<file path="src/rtl/pa_ifu_ras.sv">
// Return address stack for the IFU ID-prediction stage: push on calls, predict on returns.
// Optional build macro PA_IFU_RAS_OVERFLOW_WRAP_EN lets a push into a full stack overwrite the oldest entry.
module pa_ifu_ras #(
  parameter int DEPTH = 4
) (
  input  logic        forever_cpuclk,
  input  logic        cpurst,
  input  logic        id_ras_upd_vld,
  input  logic        ifu_ras_flush,
  input  logic [31:0] id_pred_pc,
  input  logic        id_pred_inst0_32,
  input  logic        id_pred_link_vld0,
  input  logic        id_pred_link_vld1,
  input  logic        id_pred_ret_vld0,
  input  logic        id_pred_ret_vld1,
  output logic        ras_ret_vld,
  output logic [31:0] ras_ret_pc,
  output logic        ras_empty,
  output logic        ras_full
);

  localparam int PW = (DEPTH > 1) ? $clog2(DEPTH) : 1;
  localparam int CW = $clog2(DEPTH + 1);

  typedef enum logic [1:0] {
    RAS_NOP,
    RAS_PUSH,
    RAS_POP,
    RAS_SWAP
  } ras_op_e;

  logic [31:0]   entry [DEPTH];
  logic [PW-1:0] top;
  logic [CW-1:0] cnt;

  logic          slot0_hit;
  logic          act_link;
  logic          act_ret;
  logic [31:0]   seq_pc;
  logic [31:0]   ret_addr;
  logic [PW-1:0] top_inc;
  logic [PW-1:0] top_dec;
  logic          push_ok;
  ras_op_e       op;

  // Inst0 redirects when it carries a link or return, so inst1 flags only count otherwise.
  assign slot0_hit = id_pred_link_vld0 | id_pred_ret_vld0;
  assign act_link  = slot0_hit ? id_pred_link_vld0 : id_pred_link_vld1;
  assign act_ret   = slot0_hit ? id_pred_ret_vld0  : id_pred_ret_vld1;

  // Inst1 is always a 16-bit instruction, so its fall-through is two bytes past inst0's.
  assign seq_pc   = {id_pred_pc[31:1], 1'b0} + (id_pred_inst0_32 ? 32'd4 : 32'd2);
  assign ret_addr = slot0_hit ? seq_pc : seq_pc + 32'd2;

  // Explicit wrap keeps the pointer legal when DEPTH is not a power of two.
  assign top_inc = (top == PW'(DEPTH - 1)) ? '0 : top + PW'(1);
  assign top_dec = (top == '0) ? PW'(DEPTH - 1) : top - PW'(1);

  assign ras_empty = (cnt == '0);
  assign ras_full  = (cnt == CW'(DEPTH));

`ifdef PA_IFU_RAS_OVERFLOW_WRAP_EN
  assign push_ok = 1'b1;
`else
  assign push_ok = ~ras_full;
`endif

  // NOTE: combinational blocks assign a default first so no path leaves op unassigned (no latch).
  always_comb begin
    op = RAS_NOP;
    case ({act_link, act_ret})
      2'b10:   op = RAS_PUSH;
      2'b01:   op = ras_empty ? RAS_NOP  : RAS_POP;
      2'b11:   op = ras_empty ? RAS_PUSH : RAS_SWAP;
      default: op = RAS_NOP;
    endcase
  end

  // NOTE: state uses non-blocking assignments; the entry array is reset too so
  // ras_ret_pc reads a defined zero straight out of reset.
  always_ff @(posedge forever_cpuclk or posedge cpurst) begin
    if (cpurst) begin
      top <= '0;
      cnt <= '0;
      for (int i = 0; i < DEPTH; i++) entry[i] <= '0;
    end else if (ifu_ras_flush) begin
      top <= '0;
      cnt <= '0;
    end else if (id_ras_upd_vld) begin
      case (op)
        RAS_PUSH: begin
          if (push_ok) begin
            top            <= top_inc;
            entry[top_inc] <= ret_addr;
            if (!ras_full) cnt <= cnt + CW'(1);
          end
        end
        RAS_POP: begin
          top <= top_dec;
          cnt <= cnt - CW'(1);
        end
        RAS_SWAP: entry[top] <= ret_addr;
        default: ;
      endcase
    end
  end

  assign ras_ret_pc  = entry[top];
  assign ras_ret_vld = act_ret & ~ras_empty;

endmodule

</file>
<file path="config.mk">
export PLATFORM = sky130hd
export DESIGN_NAME = pa_ifu_ras
export DESIGN_NICKNAME = d
export VERILOG_FILES = /design/src/rtl/pa_ifu_ras.sv
export SDC_FILE = /design/constraint.sdc
export NUM_CORES = 1
export LEC_CHECK = 0
export CAP_MARGIN = 40
export CORE_MARGIN = 2
export CORE_UTILIZATION = 65
export DETAILED_ROUTE_END_ITERATION = 8
export DONT_BUFFER_PORTS = 1
export GPL_ROUTABILITY_DRIVEN = 1
export PLACE_DENSITY = 0.81
export SLEW_MARGIN = 0
export SYNTH_ARGS = -nofsm -noshare
export SYNTH_HDL_FRONTEND = slang
export SYNTH_SLANG_ARGS = --single-unit
</file>
<file path="constraint.sdc">
create_clock -name forever_cpuclk -period 5.5 [get_ports forever_cpuclk]
set_clock_uncertainty 0.15 [all_clocks]
set_input_delay 0.55 -clock forever_cpuclk [delete_from_list [all_inputs] [get_ports forever_cpuclk]]
set_output_delay 0.55 -clock forever_cpuclk [all_outputs]
set_load 0.02 [all_outputs]
</file>
== After elaboration in Yosys (flattened, before gate mapping) ==
Cells that the tools add are included.

* Bits in registers: 133
* Output and inout bits: 35
* Logic and storage cells: 69

* $add $sub $neg: 6
* Magnitude comparators: 4
* Eq/ne operators: 10
* Mux-type cells: 28
* Bitwise logic cells: 6
* Reductions and logical operators: 9

{| class="wikitable"
|+ Operators by type and width
! cell !! count
|-
| $bwmux W128 || 2
|-
| $pmux W128 S2 || 1
|-
| $mux W32 || 5
|-
| $demux W32 S2 || 2
|-
| $mux W128 || 1
|-
| $bmux W32 S2 || 1
|-
| $add A32 B2 Y32 const B || 1
|-
| $add A32 B3 Y32 || 1
|-
| $mux W2 || 7
|-
| $mux W3 || 4
|-
| $eq A2 B2 Y1 const B || 5
|-
| $ge A3 B3 Y1 const B || 2
|-
| $lt A3 B1 Y1 const B || 2
|-
| $not A2 Y3 || 2
|-
| $pmux W2 S3 || 1
|-
| $pmux W3 S2 || 1
|-
| $eq A2 B1 Y1 const B || 2
|-
| $pmux W2 S2 || 1
|-
| $reduce_and A4 Y1 || 1
|-
| $reduce_bool A2 Y1 || 2
|-
| $add A3 B1 Y3 const B || 1
|-
| $eq A3 B3 Y1 const B || 1
|-
| $logic_not A3 Y1 || 1
|-
| $ne A3 B3 Y1 const B || 1
|-
| other kinds (12) || 15
|}

== Longest topological paths before layout ==
* Depth after elaboration: 10
* Mapped depth: 15
* Depth with buffers taken out: 12

== Worst setup path after synthesis ==
No wires, ideal clock.

* Path type: input to register
* Start: input id_pred_inst0_32
* End: register entry[126] (netlist name)
* Data arrival time: 3.757 ns
* Data required time: 5.210 ns
* Path slack: 1.453 ns
* Stages: 14
* Cells stage by stage: inv_1 ha_1 inv_1 fa_1 nand3b_4 buf_6 nor2_1 o21ai_0 a2111oi_4 or4b_1 buf_2 clkbuf_1 o41ai_1 o211ai_1

* Word-level cells in the longest chain between the ends: 7
* Elaborated cells between the ends (all ways): 8
* Those cells by class: 2 x add/sub; 6 x mux

{| class="wikitable"
|+ Ends and longest elaborated chain
! item !! line !! source
|-
| from (decl) || 11 || <nowiki>input logic id_pred_inst0_32,</nowiki>
|-
| $mux W3 * || 52 || <nowiki>assign seq_pc = {id_pred_pc[31:1], 1'b0} + (id_pred_inst0_32 ? 32'd4 : 32'd2);</nowiki>
|-
| $add A32 B3 Y32 * || 52 ||
|-
| $add A32 B2 Y32 || 53 || <nowiki>assign ret_addr = slot0_hit ? seq_pc : seq_pc + 32'd2;</nowiki>
|-
| $mux W32 * || 53 ||
|-
| $bwmux W128 || 94 || <nowiki>entry[top_inc] <= ret_addr;</nowiki>
|-
| $mux W128 || 92 || <nowiki>if (push_ok) begin</nowiki>
|-
| $pmux W128 S2 * || 90 || <nowiki>case (op)</nowiki>
|-
| to (signal, indexed assignment) || 94 ||
|-
| to (signal, indexed assignment) || 102 || <nowiki>RAS_SWAP: entry[top] <= ret_addr;</nowiki>
|-
| to (decl) || 32 || <nowiki>logic [31:0] entry [DEPTH];</nowiki>
|}

Mark *: on every way between the ends. The rest lies on a longest branch, timed or not. The select of a mux whose other input is x is not followed.
A chain may end at the register's enable or synchronous reset.

== Worst setup path after layout ==
* Start: input id_pred_inst0_32
* End: register entry[127] (netlist name)

The elaborated chain is that of the path after synthesis.

==> metrics.txt <==
outcome=completed; Worst setup SP type=primary input; Worst path most repeated cell=inv_1; Core Box Area=12200 µm²; vias in the first global route=6717; largest net degree at the start of global routing=51; critical-path cell list=inv_1 -> ha_1 -> inv_1 -> fa_1 -> nand3b_4 -> or4_1 -> a211oi_1 -> a21boi_2 -> nand3_1 -> o311a_1 -> or3_1; Worst Path Required=around 5700 ps; drt via density=approximately 6.7; Post-synth EDFFs=0; Synth-to-Final Area Change=8.33%; I/O Pins=76; Die Span X=around 120 µm; ANT cells=0; Worst-path clk slew=approximately 60 ps; crit-path max cell delay=approximately 550 ps; antenna violations before repair=0; Root Buffer=clkbuf_16; Synth Area per Inst=just under 10 µm²; crit-path max FO=16; Rel. slew slack=between 20% and 30%; PD cells=about 410 nW/µm²; CP top delay family=simple AND/OR/NAND/NOR gates; Lkg Pwr=0.00359 µW; hpwl dp=14700 µm; Final min period=4360 ps; Setup crit end kind=register; Starting DRT DRC Count=approximately 680; Hold Crit Class=in2reg; Site Rows=40; asr flop ratio synth=100%; DR WL/cell=about 21 µm; Synth area leader=dfrtp_1; Crit Path Category=in2reg; post_cts resized=0; r2r endpoint=entry[63]$_DFFE_PP0P_; slowest stage cell, crit path=or4_1; final setup vio count=0; Die Y=116 µm; NumNets Final=between 800 and 900; part of the cycle the worst path needs=around 80%; cell area after synthesis=8190 µm²; worst skew pair latency=420 ps; Worst VDD drop=around 0.29 mV; Final ANT Viol Nets=0; Critical path origin=id_pred_inst0_32; WL final=between 20000 and 25000 µm; Peak Freq=230 MHz; vias post-DR=about 6700; H-Tree Depth=4; top cells by area, synth=dfrtp_1 39%, mux4_2 8.5%, nand2_1 6.6%; Hold Vio Cnt, Final=0; IO buf count=0; Reg2Reg Depth=7; reg2reg setup slack=2140 ps; CTS buffer count=17; Detailed Routing Iterations Pass 1=6; Worst-Margin Slew=~1100 ps; Seq/Total Area, Yosys=between 30% and 40%; Starting Density=67.3%; first-pass GRT wire length=about 34000 µm; Remaining Overflow, GRT=0; Slew Limit Fails=0; RSZ-0062 raised after global routing=false; GR Util All Layers=32.8%; DR DRC count=0; Hold Worst Slack=slightly below 30 ps; Fin Setup TNS=0 ps; Synth top area share=~39%; CTS tree=yes; arrival time worst endpoint=4510 ps; Finished Core Util=72.9%; Reg2Reg Launch Point=top[1]$_DFFE_PP0P_; synth unique cells=73; Longest Clk Path Bufs=2; post-synthesis instance total=around 840; Yosys warning total=0; clk sinks=roughly 130; GPL Wtd Cong=0.936; Critical Path Sink=entry[127]$_DFFE_PP0P_; crit path buf inv count=2; Die ar.=between 10000 and 15000 µm²; most frequent cells in the layout=145 x nand2_1, 128 x dfrtp_1, 47 x mux2_2; share of layout cells above drive strength 1=17.7%; primary flip-flop cell chosen by synthesis mapping=dfrtp_1; post-synthesis register bit count=roughly 130; Post-Syn Nets=between 800 and 900; commonest non-fill, non-tap cell in the layout=nand2_1; Worst path depth=11; Max Cap Violations=0
## per-stage QoR
stage / cell area [µm²] / power [µW] / setup slack, ps / instances
6_report: 8870 / 3660 / 1140 / 995
3_3_place_gp: 8230 / 2540 / 905 / 957
5_1_grt: 8870 / 3870 / 835 / 995
2_1_floorplan: 8190 / 2390 / 1360 / 841
4_1_cts: 8870 / 3680 / 1220 / 995
3_5_place_dp: 8310 / 2630 / 784 / 963
## final cells by class
| cell class | count | area (µm²) |
|---|---|---|
| clock buffers | 20 | 437 |
| well taps | 168 | 210 |
| repair buffers | 20 | 185 |
| inverters | 13 | 51.3 |
| fillers | 867 | 3290 |
| clock inverters | 11 | 109 |
| multi-input cells | 634 | 4650 |
| flip-flops and latches | 129 | 3230 |
## synth_stat cells (9+ instances only)
cell type and n:
mux2i_1 9, o21ai_0 42, nand2_1 145, xor2_1 13
nand3_1 35, or4_1 24, o211ai_1 17, inv_1 13
or3_1 16, mux4_2 31, nor2b_1 11, nor2_1 36
nand4_1 12, mux2_2 47, nor4_1 15, nor3_1 13
clkbuf_1 48, xnor2_1 23, a21oi_1 20, o31ai_1 14
dfrtp_1 129
## flip-flops by register name, summed over array words and instances (netlist names)
name / cells
cnt: 3
entry: 124
top: 2
## logic make-up after synthesis
kind of cell / count (synthesis) / share of synthesized area (%)
compound gates: 144 / 12.4
fa+ha+maj: 10 / 1.71
mux: 87 / 16.1
buf+inv: 78 / 3.94
simple gates: 355 / 22.3
flops: 129 / 39.4
xor+xnor: 37 / 4.05
other cells: 1 / 0.0458
## metal layers
layer / track usage, % / up-vias / wire (µm)
li1: - / 3033 / -
met1: 41.3 / 3259 / 8320
met2: 53.5 / 346 / 10100
met3: 10.0 / 44 / 2060
met4: 13.3 / 0 / 422
met5: 0 / - / 0
## where the power goes
| part | switching [µW] | internal (µW) |
|---|---|---|
| Clock | 425 | 621 |
| Combinational | 581 | 485 |
| Sequential | 210 | 1340 |
| Total | 1220 | 2450 |
## worst min-delay path by stage
stage,slack (ps),start,cells past startpoint,end
final,30,ifu_ras_flush,1,cnt[2]$_DFFE_PP0P_
after global routing,20,ifu_ras_flush,1,cnt[2]$_DFFE_PP0P_
after CTS,20,ifu_ras_flush,1,cnt[2]$_DFFE_PP0P_
after detailed placement,310,entry[9]$_DFFE_PP0P_,2,entry[9]$_DFFE_PP0P_
after global placement,300,entry[106]$_DFFE_PP0P_,2,entry[106]$_DFFE_PP0P_
after floorplan,290,entry[42]$_DFFE_PP0P_,2,entry[42]$_DFFE_PP0P_
## timing repair
item,CTS,global route
endpoints found under the hold margin,36,0
setup buffers,0,0
hold buffers,1,0
endpoints found under the setup margin,0,0
No activity file was read; power rests on OpenSTA's default activity.
